### src/rtl/led_seq_monitor.sv
// led_seq_monitor
// Receive-side checker for the LED counter pattern. The pattern holds 0 while
// idle, then counts 1, 2 .. LAST one step per clock, then returns to 0. The
// block samples the bus on every clock, follows the pattern with an FSM,
// counts completed sequences and violations, and raises per-event pulses.
//
// Ports
//   clk        rising-edge clock
//   rst        synchronous active-high reset; overrides every other input
//   en         monitor enable; 0 parks the FSM in SYNC, and counters hold
//   clr        synchronous clear of seq_cnt, err_cnt and err_sticky
//   led_in     observed LED bus
//   busy       1 while the registered state is RUN
//   seq_done   one-cycle pulse when a full 0,1..LAST,0 sequence completes
//   err        one-cycle pulse when a violation is detected
//   err_sticky set by any err; cleared only by rst or clr
//   seq_cnt    number of completed sequences, wraps
//   err_cnt    number of violations, saturates at all-ones
//   prev_led   registered copy of the previous led_in sample
//
// state | meaning
// SYNC  | waiting for the first 0 after reset or enable; nothing is checked
// IDLE  | bus at 0; a 1 starts a run, and any other nonzero value is an error
// RUN   | counting; every sample must be prev_led+1, or 0 right after LAST
// ERR   | violation already reported; waiting for 0 to resynchronise
module led_seq_monitor #(
   parameter int LED_W = 4,
   parameter int LAST  = 9,
   parameter int CNT_W = 16
) (
   input  logic             clk,
   input  logic             rst,
   input  logic             en,
   input  logic             clr,
   input  logic [LED_W-1:0] led_in,
   output logic             busy,
   output logic             seq_done,
   output logic             err,
   output logic             err_sticky,
   output logic [CNT_W-1:0] seq_cnt,
   output logic [CNT_W-1:0] err_cnt,
   output logic [LED_W-1:0] prev_led
);

   typedef enum logic [1:0] {SYNC, IDLE, RUN, ERR} state_t;

   localparam logic [LED_W-1:0] LAST_V  = LED_W'(LAST);
   localparam logic [LED_W-1:0] ONE_V   = LED_W'(1);
   localparam logic [CNT_W-1:0] CNT_MAX = {CNT_W{1'b1}};

   state_t           state_q;
   state_t           state_d;
   logic             done_d;
   logic             err_d;
   logic [LED_W-1:0] exp_next;

   // The increment is taken in LED_W bits. In RUN, prev_led never exceeds
   // LAST, so the wrapped value is never accepted as a legal step.
   assign exp_next = prev_led + ONE_V;

   always_comb begin
      state_d = state_q;
      done_d  = 1'b0;
      err_d   = 1'b0;
      if (!en) begin
         state_d = SYNC;
      end else begin
         case (state_q)
            SYNC: begin
               if (led_in == '0) state_d = IDLE;
            end
            IDLE: begin
               if (led_in == ONE_V) begin
                  state_d = RUN;
               end else if (led_in != '0) begin
                  state_d = ERR;
                  err_d   = 1'b1;
               end
            end
            RUN: begin
               if ((prev_led < LAST_V) && (led_in == exp_next)) begin
                  state_d = RUN;
               end else if ((prev_led == LAST_V) && (led_in == '0)) begin
                  // The closing 0 also serves as the idle sample of the next run.
                  state_d = IDLE;
                  done_d  = 1'b1;
               end else begin
                  state_d = ERR;
                  err_d   = 1'b1;
               end
            end
            ERR: begin
               if (led_in == '0) state_d = IDLE;
            end
            default: state_d = SYNC;
         endcase
      end
   end

   always_ff @(posedge clk) begin
      if (rst) begin
         state_q    <= SYNC;
         prev_led   <= '0;
         seq_done   <= 1'b0;
         err        <= 1'b0;
         err_sticky <= 1'b0;
         seq_cnt    <= '0;
         err_cnt    <= '0;
      end else begin
         state_q  <= state_d;
         prev_led <= led_in;
         seq_done <= done_d;
         err      <= err_d;
         // clr beats a same-cycle event: the pulse still fires, but the event
         // is not counted and does not set the sticky flag.
         if (clr) begin
            seq_cnt    <= '0;
            err_cnt    <= '0;
            err_sticky <= 1'b0;
         end else begin
            if (done_d) seq_cnt <= seq_cnt + CNT_W'(1);
            if (err_d) begin
               err_sticky <= 1'b1;
               if (err_cnt != CNT_MAX) err_cnt <= err_cnt + CNT_W'(1);
            end
         end
      end
   end

   assign busy = (state_q == RUN);

endmodule

### config.mk
export PLATFORM = sky130hd
export DESIGN_NAME = led_seq_monitor
export DESIGN_NICKNAME = d
export VERILOG_FILES = /design/src/rtl/led_seq_monitor.sv
export SDC_FILE = /design/constraint.sdc
export NUM_CORES = 1
export LEC_CHECK = 0
export ABC_AREA = 0
export CAP_MARGIN = 30
export CORE_MARGIN = 2
export CORE_UTILIZATION = 30
export DETAILED_ROUTE_END_ITERATION = 8
export HOLD_SLACK_MARGIN = 0.06
export PLACE_DENSITY_LB_ADDON = 0.1
export SYNTH_ARGS = -nofsm -noshare
export SYNTH_HDL_FRONTEND = slang
export SYNTH_SLANG_ARGS = --single-unit
### constraint.sdc
create_clock -name clk -period 6.9 [get_ports clk]
set_clock_uncertainty 0.2 [all_clocks]
set_input_delay 1.38 -clock clk [delete_from_list [all_inputs] [get_ports clk]]
set_output_delay 1.38 -clock clk [all_outputs]
set_load 0.02 [all_outputs]
# After elaboration in Yosys (flattened, before gate mapping)
# Cells that the tools add are included.
# op_classes
add_sub_neg	3
n_mul	0
div_mod_pow	0
order_cmp	1
n_eq_ne	9
shift	0
muxes	16
n_bitwise	1
n_reduce_logical	10
# op_table
op	count
16-bit by 1-bit adder with 16-bit output (second input constant)	2
16-bit != test (second input constant)	1
2-bit 2-to-1 mux	5
1-bit 2-to-1 mux	9
2-bit one-hot mux with 3 select lines	1
2-bit OR reduction	3
4-bit by 1-bit adder with 4-bit output (second input constant)	1
2-bit == test (second input constant)	2
4-bit by 1-bit == test with 1-bit output (second input constant)	1
4-bit == test	1
4-bit == test (second input constant)	1
4-bit zero test	1
4-bit < comparator (second input constant)	1
2-bit AND reduction	2
4-bit nonzero test	1
3-bit != test (second input constant)	1
2-bit by 1-bit == test with 1-bit output (second input constant)	1
1-bit logical AND	2
2-bit zero test	1
2-bit by 1-bit != test with 1-bit output (second input constant)	1
1-bit one-hot mux with 2 select lines	1
1-bit inverter	1
# totals
regBits	41
latch_bits	0
mem_bits_rw	0
romBits	0
in_bits	8
out_inout_bits	40
wordCells	47
mem_count	0

# Longest topological paths before layout
# Gate-level depths: netlist of the first run.
# depth
ltp_word	7
mapped_depth	8
mapped_depth_nobuf	7

# Worst setup path after synthesis of the first run
# No wires, ideal clock.
# synth_path
path_type	input to register
start	input led_in[1]
end	register seq_cnt[12]
setup_ps	59
arrival_time_ps	2900
required_ps	6641
slack_ps	3741
cell_stages	7
path_buffers	2
path_cell_list	or3_1 > buf_6 > nor3_4 > nand4_2 > buf_6 > or4_1 > nand2_1
# synth_via
elab_chain_cells	6
elab_cells_between_ends	8
cone_classes	1 x eq/ne; 4 x mux; 3 x reduce/logical
# synth_lines
element	line_no	text
start: declaration	35	input logic [LED_W-1:0] led_in,
4-bit zero test	83	end else if ((prev_led == LAST_V) && (led_in == '0)) begin
1-bit logical AND	83	
1-bit 2-to-1 mux	83	
1-bit 2-to-1 mux (*)	81	if ((prev_led < LAST_V) && (led_in == exp_next)) begin
1-bit 2-to-1 mux (*)	68	case (state_q)
1-bit 2-to-1 mux (*)	65	if (!en) begin
end signal: assignment	121	if (done_d) seq_cnt <= seq_cnt + CNT_W'(1);
end: declaration	40	output logic [CNT_W-1:0] seq_cnt,
# Mark *: on every way between the ends. The rest lies on a longest branch, timed or not.
# A chain may end at the register's enable or synchronous reset.

# Worst setup path after layout of the first run
# layout_path
start	input led_in[1]
end	register err_cnt[14]
# layout_via
elab_chain_cells	7
elab_cells_between_ends	13
cone_classes	2 x eq/ne; 6 x mux; 5 x reduce/logical
# layout_lines
element	line_no	text
4-bit zero test	83	
1-bit logical AND	83	
1-bit 2-to-1 mux	83	
1-bit 2-to-1 mux	81	
1-bit one-hot mux with 2 select lines (*)	68	
1-bit 2-to-1 mux (*)	65	
2-bit AND reduction (no line) (*)	n/a	
end signal: assignment	124	if (err_cnt != CNT_MAX) err_cnt <= err_cnt + CNT_W'(1);
end: declaration	41	output logic [CNT_W-1:0] err_cnt,
# Marked as above.

==> results of run 1 <==
[critical path: cells and delay by family]
family	cells	cell delay (ns)
buf+inv	1	0.46
simple gates	3	1.42
compound gates	2	0.57
[synthesized netlist by cell type (2+ instances only)]
cell type | count | area share [%]
a2111oi_0 | 3 | 1.1
a21o_1 | 3 | 0.95
a21oi_1 | 10 | 2.1
a31oi_1 | 4 | 1.1
a41o_1 | 4 | 1.7
and2_1 | 4 | 1.1
and3_1 | 3 | 0.79
and4_1 | 3 | 1.1
buf_2 | 2 | 0.42
buf_6 | 2 | 0.95
clkbuf_1 | 15 | 2.4
dfxtp_1 | 41 | 35
ha_1 | 8 | 4.2
inv_1 | 10 | 1.6
mux2i_1 | 8 | 3.4
nand2_1 | 40 | 6.4
nand2b_1 | 3 | 0.79
nand3_1 | 14 | 3.0
nand3b_1 | 2 | 0.64
nand4_1 | 14 | 3.7
nor2_1 | 13 | 2.1
nor2b_1 | 4 | 1.1
nor3_1 | 4 | 0.85
nor4_1 | 2 | 0.53
o211ai_1 | 8 | 2.5
o311ai_0 | 4 | 1.5
o311ai_1 | 5 | 1.9
o41ai_1 | 8 | 3.0
or3_1 | 15 | 4.0
or4_1 | 9 | 2.9
xnor2_1 | 4 | 1.5
xor2_1 | 2 | 0.74
[layer usage]
metal | routed length (µm) | vias up | track usage (%)
li1 | - | 1151 | -
met1 | 3150 | 1050 | 21.4
met2 | 2840 | 59 | 22.3
met3 | 308 | 7 | 2.93
met4 | 79 | 0 | 4.90
met5 | 0 | - | 0
[how the worst max path moves through the flow]
stage / to / start / cells past startpoint
2_1_floorplan: seq_cnt[12] / led_in[1] / 7
3_3_place_gp: err_cnt[14] / led_in[1] / 6
3_5_place_dp: err_cnt[1] / led_in[1] / 6
4_1_cts: err_cnt[14] / led_in[1] / 6
5_1_grt: err_cnt[0] / led_in[0] / 6
6_report: err_cnt[14] / led_in[1] / 6
[state kept, by name, summed over array words and instances (netlist names)]
signal and count:
seq_cnt 16, err_sticky 1, err_cnt 16, prev_led 4, state_q 2, err 1
seq_done 1
[power by group through the flow]
stage                     Clock, mW  Sequential (mW)  Combinational (mW)
after floorplan                   0            0.246              0.0216
after global placement            0            0.245              0.0360
after detailed placement          0            0.245              0.0362
after CTS                     0.168            0.240              0.0362
after global routing          0.177            0.240              0.0394
final                         0.159            0.240              0.0357
[kinds of logic (layout without fill, tap and decap cells)]
group / Yosys count / after routing / share of synthesized area (%)
buf+inv: 29 / 66 / 5.35
mux: 9 / 9 / 3.86
simple gates: 137 / 137 / 31.7
fa+ha+maj: 8 / 8 / 4.24
compound gates: 54 / 54 / 17.9
flops: 41 / 41 / 34.7
xor+xnor: 6 / 6 / 2.22
[final cells by class]
cell class                      instances  area share [%]
Timing Repair Buffer                   48            16.1
Inverter                               10            1.27
Multi-Input combinational cell        214            47.8
Clock buffer                            6            2.45
Sequential cell                        41            27.7
Clock inverter                          2           0.338
Tap cell                              102            4.31
[metrics by stage]
step / setup slack (ns) / cells
floorplan: 3.74 / 284
global placement: 2.82 / 415
detailed placement: 2.75 / 415
CTS: 3.09 / 423
global route: 2.90 / 423
finish: 3.08 / 423
==> impl_metrics.csv, run 1 <==
group,metric,value,unit
timing,min_period,3.82,ns
critical_path,path_max_fanout,21,
clock_tree,clk_pin_slew_worst_paths,0.08,ns
clock_tree,clk_latency,0.29,ns
floorplanning,row_count,32,
cells_and_area,final_common_cell,"clkdlybuf4s50_1",
cells_and_area,layout-drive-gt1-share,4.36,%
cells_and_area,regArea,821,µm²
min_path,hold_depth,2,
global_routing,grt_pass1_vias,2047,
timing,finalSetupTns,0,ns
critical_path,r2r_start,"prev_led[0]",
timing,post-route-period-util,55.3,%
power,p_int,0.322,mW
yosys,syn_area,2360,µm²
min_path,worstHoldPathType,"reg2reg",
critical_path,path_cells,"clkdlybuf4s50_1, or3_1, nand3_2, nand4_1, a31o_2, a21oi_1",
cells_and_area,n_fill_cell,803,
power,pwr-share-seq,55.2,%
power,p_switching,0.112,mW
timing,slew_headroom,35.0,%
clock_tree,cts-root-buf,"clkbuf_8",
clock_tree,h-tree-depth,2,
critical_path,reg2reg_depth,7,
placed_design,post_dp_cell_area,2880,µm²
power,p_total,0.435,mW
clock_tree,clockBufferDepth,2,
critical_path,cpPeakStageDelay,0.69,ns
drt,wire_per_inst,15.1,µm
timing,finalMaxSlewViolations,0,
placed_design,gp_congestion,0.866,
drt,viasPerCell,5.36,
timing,max_freq,0.262,GHz
yosys,synthDistinctLibCells,45,
floorplanning,die_w,92.8,µm
yosys,netlist_instances,284,
critical_path,crit_type,"in2reg",
yosys,ys_warn_count,0,
floorplanning,die-area,8600,µm²
run_status,status,"complete, no violations",
critical_path,required,6.92,ns
global_routing,grt_usage,14.9,%
clock_tree,cts_made_buffers,5,
yosys,synth_async_sr_flop_share,0,%
critical_path,r2r_slack,4.01,ns
cells_and_area,num_antenna_cells,0,
clock_tree,hold_buffers,0,
cells_and_area,layout_common_cells,"clkdlybuf4s50_1, dfxtp_1, nand2_1",
clock_tree,post-cts-setup-buffers,0,
clock_tree,cts_sinks,41,
drt,drtIter0Drc,93,
critical_path,crit_path_top_delay_cell,"nand4_1",
floorplanning,top_level_ports,48,
yosys,synth_seq_area_share,34.7,%
timing,hold_viol,0,
cells_and_area,multi_input_comb_area,1420,µm²
power,p_per_area,147,nW/µm²
floorplanning,start_util,30.7,%
critical_path,start_kind,"input port",
cells_and_area,fin_nets,336,
timing,rsz0062_at_grt,"false",
global_routing,grt_max_degree,26,
yosys,syn-num-nets,300,
timing,holdWs,0.284,ns
yosys,synthFlopType,"dfxtp_1",
global_routing,overflow,0,
power,p_clk_share,36.6,%
power,swShare,25.8,%
clock_tree,cts_resized,0,
yosys,yosys_register_bits,41,
drt,vias,2267,
drt,ant_nets,0,
critical_path,end_kind,"flop",
drt,routed_wl,6370,µm
placed_design,port_buffers,47,
critical_path,cp.arrival,3.84,ns
floorplanning,die_height,92.8,µm
yosys,synth_edf_count,0,
clock_tree,cts_tree,"yes",
power,power_frac_comb,8.2,%
critical_path,reg2reg_to,"err_cnt[14]",
cells_and_area,final_area,2960,µm²
timing,worst_pin_slew,0.950,ns
run,maxCapViolCount,0,
min_path,min_from,"state_q[1]",
drt,drcViolationCount,0,
floorplanning,fp.coreArea,7690,µm²
power,vdd_ir_drop_max,0.0571,mV
drt,drt_first_pass_iters,4,
min_path,hold_path_end,"state_q[1]",
timing,setup_violations,0,
global_routing,antenna_found_initial,0,
global_routing,grt_pass1_wl,10400,µm
cells_and_area,syn2layout_area_growth,25.4,%
yosys,postSynthAreaPerCell,8.32,µm²
power,total_leakage_power,1.06,nW
placed_design,dp_hpwl,4370,µm
cells_and_area,final_core_util,38.5,%
No activity file was read; power rests on OpenSTA's default activity.
==> inputs of run 2 (changes only) <==
==> constraint.sdc (replaced) <==
create_clock -name clk -period 3.77 [get_ports clk]
set_clock_uncertainty 0.2 [all_clocks]
set_input_delay 0.754 -clock clk [delete_from_list [all_inputs] [get_ports clk]]
set_output_delay 0.754 -clock clk [all_outputs]
set_load 0.02 [all_outputs]
==> run 2 against run 1 <==
Die area stayed put. Register-to-register slack lost 2.9 ns. Non-clock buffer count increased by 4. Largest cell class unchanged. Critical path type unchanged. Highest routed layer unchanged.
==> impl_metrics.csv, run 2 (synthesis results as in run 1) <==
group,metric,value,unit
drt,ant_nets,0,
drt,drt_first_pass_iters,4,
global_routing,overflow,0,
critical_path,end_kind,"flop",
floorplanning,row_count,32,
power,p_per_area,293,nW/µm²
power,p_total,0.886,mW
timing,setup_violations,0,
critical_path,required,3.80,ns
cells_and_area,num_antenna_cells,0,
cells_and_area,fin_nets,340,
cells_and_area,layout-drive-gt1-share,5.54,%
drt,drtIter0Drc,95,
critical_path,crit_type,"in2reg",
floorplanning,start_util,30.7,%
timing,finalMaxSlewViolations,0,
floorplanning,top_level_ports,48,
global_routing,grt_pass1_vias,2181,
drt,drcViolationCount,0,
run,maxCapViolCount,0,
timing,slew_headroom,48.0,%
timing,min_period,3.00,ns
floorplanning,fp.coreArea,7690,µm²
timing,finalSetupTns,0,ns
critical_path,path_max_fanout,11,
timing,rsz0062_at_grt,"false",
clock_tree,cts_resized,0,
critical_path,start_kind,"input port",
placed_design,port_buffers,47,
drt,viasPerCell,5.36,
floorplanning,die-area,8600,µm²
global_routing,antenna_found_initial,0,
clock_tree,post-cts-setup-buffers,0,
min_path,worstHoldPathType,"reg2reg",
drt,routed_wl,6370,µm
cells_and_area,final_common_cell,"clkdlybuf4s50_1",
cells_and_area,layout_common_cells,"clkdlybuf4s50_1, dfxtp_1, nand2_1",
clock_tree,cts_sinks,41,
critical_path,cp.arrival,3.03,ns
clock_tree,cts_made_buffers,5,
drt,wire_per_inst,14.9,µm
placed_design,dp_hpwl,4410,µm
clock_tree,clk_pin_slew_worst_paths,0.09,ns
floorplanning,die_w,92.8,µm
timing,post-route-period-util,79.5,%
timing,hold_viol,0,
timing,worst_pin_slew,0.760,ns
cells_and_area,syn2layout_area_growth,28.1,%
clock_tree,cts-root-buf,"clkbuf_8",
cells_and_area,reg.largest.list,"err_cnt (16), seq_cnt (16), prev_led (4)",
clock_tree,cts_tree,"yes",
global_routing,grt_pass1_wl,10800,µm
clock_tree,clockBufferDepth,2,
global_routing,grt_max_degree,22,
drt,vias,2289,
clock_tree,hold_buffers,0,
clock_tree,h-tree-depth,2,
placed_design,gp_congestion,0.829,
power,vdd_ir_drop_max,0.125,mV
run_status,status,"complete, no violations",
timing,max_freq,0.334,GHz
floorplanning,die_height,92.8,µm
power,total_leakage_power,1.10,nW
global_routing,grt_usage,15.3,%
clock_tree,clk_latency,0.30,ns
==> run 2: changes by cell type in the layout (fill, tap and decap cells not counted) <==
cell,previous run,this run
buf_4,1,5
bufinv_16,0,1
clkbuf_8,5,6
clkinv_2,2,0
==> run 2: layout make-up <==
cell class / count / area (µm²)
fill: 802 / 4660
multi-input combinational: 214 / 1420
sequential: 41 / 821
timing repair buffer: 52 / 508
tap: 102 / 128
clock buffer: 7 / 86.3
inverter: 10 / 37.5
clock inverter: 1 / 30.0
==> run 2: power breakdown <==
group          total (mW)  switching (mW)  internal, mW
Sequential          0.439         0.00349         0.435
Combinational      0.0692          0.0403        0.0289
Clock               0.378           0.162         0.216
Total               0.886           0.206         0.680
==> run 2: stage by stage <==
stage	utilization [%]	instance area [µm²]	std cells	hold slack [ns]	setup WS, ns
floorplan	-	2360	284	0.249	1.24
global placement	37.9	2910	419	0.258	0.532
detailed placement	37.9	2910	419	0.258	0.493
global route	39.4	3030	427	0.308	0.608
CTS	39.4	3030	427	0.277	0.807
finish	39.4	3030	427	0.272	0.772
==> run 2: final timing paths <==
check        startpoint          end  slack, ns  depth (start not counted)
min reg2reg  err_sticky   err_sticky       0.27                          2
max           led_in[1]  err_cnt[14]       0.77                          6
min          err_sticky   err_sticky       0.27                          2
max reg2reg  state_q[0]   err_cnt[5]       1.06                          6
==> run 2: metal layers <==
metal,part of all wire (%),up-vias,track usage [%]
met5,0,-,0
met4,0.96,0,4.41
met3,5.0,7,2.85
met2,44,64,23.9
met1,50,1066,21.4
li1,-,1152,-
==> run 2: critical path, stage by stage <==
cell             delay [ns]
clkdlybuf4s50_1        0.44
or3_1                  0.53
o311ai_2               0.51
nand2_1                0.36
a31o_2                 0.33
a21oi_1                0.11
==> inputs of run 3 (changes only) <==
==> constraint.sdc (replaced) <==
create_clock -name clk -period 2.4 [get_ports clk]
set_clock_uncertainty 0.2 [all_clocks]
set_input_delay 0.48 -clock clk [delete_from_list [all_inputs] [get_ports clk]]
set_output_delay 0.48 -clock clk [all_outputs]
set_load 0.02 [all_outputs]
==> run 3 against run 2 <==
Non-clock buffer count grew 33. Highest routed layer unchanged. Design area grew 11%. Largest cell class unchanged. Routed wire length grew 3.8%. Sequential share of layout area shrank 2.6 points. Worst setup slack lost 0.63 ns.
==> impl_metrics.csv, run 3 (synthesis results as in run 1) <==
group,metric,value,unit
cells_and_area,final_area,3350,µm²
cells_and_area,reg.largest.list,"err_cnt (16), seq_cnt (16), prev_led (4)",
timing,post-route-period-util,94.0,%
timing,max_freq,0.443,GHz
global_routing,antenna_found_initial,0,
drt,ant_nets,0,
placed_design,dp_hpwl,4690,µm
critical_path,crit_type,"reg2reg",
critical_path,reg2reg_depth,7,
drt,vias,2378,
floorplanning,die_w,92.8,µm
clock_tree,clockBufferDepth,2,
min_path,worstHoldPathType,"reg2reg",
clock_tree,cts-root-buf,"clkbuf_8",
drt,drt_first_pass_iters,4,
drt,drtIter0Drc,108,
timing,setup_slack,0.145,ns
drt,drcViolationCount,0,
clock_tree,cts_tree,"yes",
timing,finalSetupTns,0,ns
cells_and_area,fin_cells,461,
cells_and_area,num_antenna_cells,0,
timing,min_period,2.26,ns
global_routing,grt_pass1_vias,2357,
timing,setup_violations,0,
run_status,status,"complete, no violations",
cells_and_area,multi_input_comb_area,1500,µm²
floorplanning,row_count,32,
floorplanning,die_height,92.8,µm
timing,worst_pin_slew,0.524,ns
floorplanning,top_level_ports,48,
critical_path,cp_num_buf_inv,1,
critical_path,cp.arrival,2.25,ns
timing,finalMaxSlewViolations,0,
placed_design,place_inst,450,
power,total_leakage_power,1.29,nW
critical_path,cpPeakStageDelay,0.54,ns
timing,holdWs,0.271,ns
critical_path,crit_end,"err_cnt[7]",
critical_path,path_cells,"inv_1, ha_4, and2b_2, o311ai_4, and2_1, or4_1, mux2i_1",
floorplanning,fp.coreArea,7690,µm²
placed_design,post_dp_cell_area,3160,µm²
critical_path,end_kind,"flop",
min_path,hold_depth,2,
placed_design,gp_congestion,0.812,
global_routing,overflow,0,
drt,wire_per_inst,14.3,µm
timing,hold_viol,0,
floorplanning,start_util,30.7,%
cells_and_area,final_common_cell,"clkdlybuf4s50_1",
cells_and_area,layout-drive-gt1-share,16.7,%
critical_path,path_delay_family,"simple AND/OR/NAND/NOR gates",
clock_tree,clk_latency,0.30,ns
critical_path,r2r_start,"state_q[0]",
drt,viasPerCell,5.16,
critical_path,path_max_fanout,6,
critical_path,reg2reg_to,"err_cnt[7]",
cells_and_area,fin_nets,374,
power,vdd_ir_drop_max,0.203,mV
clock_tree,cts_made_buffers,5,
cells_and_area,syn2layout_area_growth,41.8,%
global_routing,grt_usage,15.8,%
critical_path,crit_cells,7,
global_routing,grt_pass1_wl,11100,µm
placed_design,place_ws,-0.479,ns
clock_tree,clk_pin_slew_worst_paths,0.08,ns
critical_path,crit_path_top_delay_cell,"or4_1",
drt,routed_wl,6610,µm
run,maxCapViolCount,0,
global_routing,grt_max_degree,22,
critical_path,crit_start,"state_q[0]",
placed_design,port_buffers,47,
clock_tree,h-tree-depth,2,
timing,slew_headroom,64.6,%
cells_and_area,regArea,821,µm²
power,p_per_area,396,nW/µm²
timing,rsz0062_at_grt,"false",
floorplanning,die-area,8600,µm²
cells_and_area,n_fill_cell,793,
cells_and_area,layout_common_cells,"clkdlybuf4s50_1, dfxtp_1, nand2_1",
critical_path,start_kind,"flop",
clock_tree,cts_sinks,41,
critical_path,r2r_slack,0.14,ns
critical_path,required,2.39,ns
-- run 3: timing repair --
| item | in CTS | in global routing |
|---|---|---|
| pin swaps | 0 | 5 |
| resized for setup | 5 | 12 |
| hold buffers | 0 | 0 |
| setup buffers | 0 | 1 |
| gates cloned | 0 | 2 |
| setup endpoints to repair | 15 | 18 |
-- run 3: metrics by stage --
step / utilization (%) / power (mW)
floorplan: - / 0.771
global placement: 41.0 / 0.833
detailed placement: 41.0 / 0.834
CTS: 42.8 / 1.35
global route: 43.6 / 1.39
finish: 43.6 / 1.33
-- run 3: worst min-delay path, cell delays in order (launching register included) --
cell and delay, ns:
dfxtp_1 0.33, a21oi_1 0.04, nor2_1 0.07
-- run 3: how the worst min path moves through the flow --
stage / from / endpoint / slack (ns)
2_1_floorplan: state_q[0] / state_q[0] / 0.27
3_3_place_gp: err_sticky / err_sticky / 0.25
3_5_place_dp: err_sticky / err_sticky / 0.26
4_1_cts: err_sticky / err_sticky / 0.28
5_1_grt: err_sticky / err_sticky / 0.30
6_report: err_sticky / err_sticky / 0.27
-- run 3: layer usage --
metal  track usage (%)  share of wire, %  wire (µm)  vias up
li1                  -                 -          -     1221
met1              20.8                49       3260     1086
met2              25.8                45       2970       65
met3              3.58               4.7        309        6
met4              4.29               1.1         70        0
met5                 0                 0          0        -
-- run 3: power breakdown --
| group | switching [mW] | total (mW) | internal [mW] | leakage, nW |
|---|---|---|---|---|
| logic | 0.0709 | 0.132 | 0.0614 | 0.902 |
| registers | 0.00472 | 0.688 | 0.684 | 0.331 |
| clock network | 0.246 | 0.506 | 0.260 | 0.0542 |
-- run 3: layout make-up --
class,instances,area share [%]
timing repair buffer,85,22.8
multi-input combinational,215,44.8
clock inverter,1,0.149
inverter,10,1.12
sequential,41,24.5
clock buffer,7,2.87
tap,102,3.81
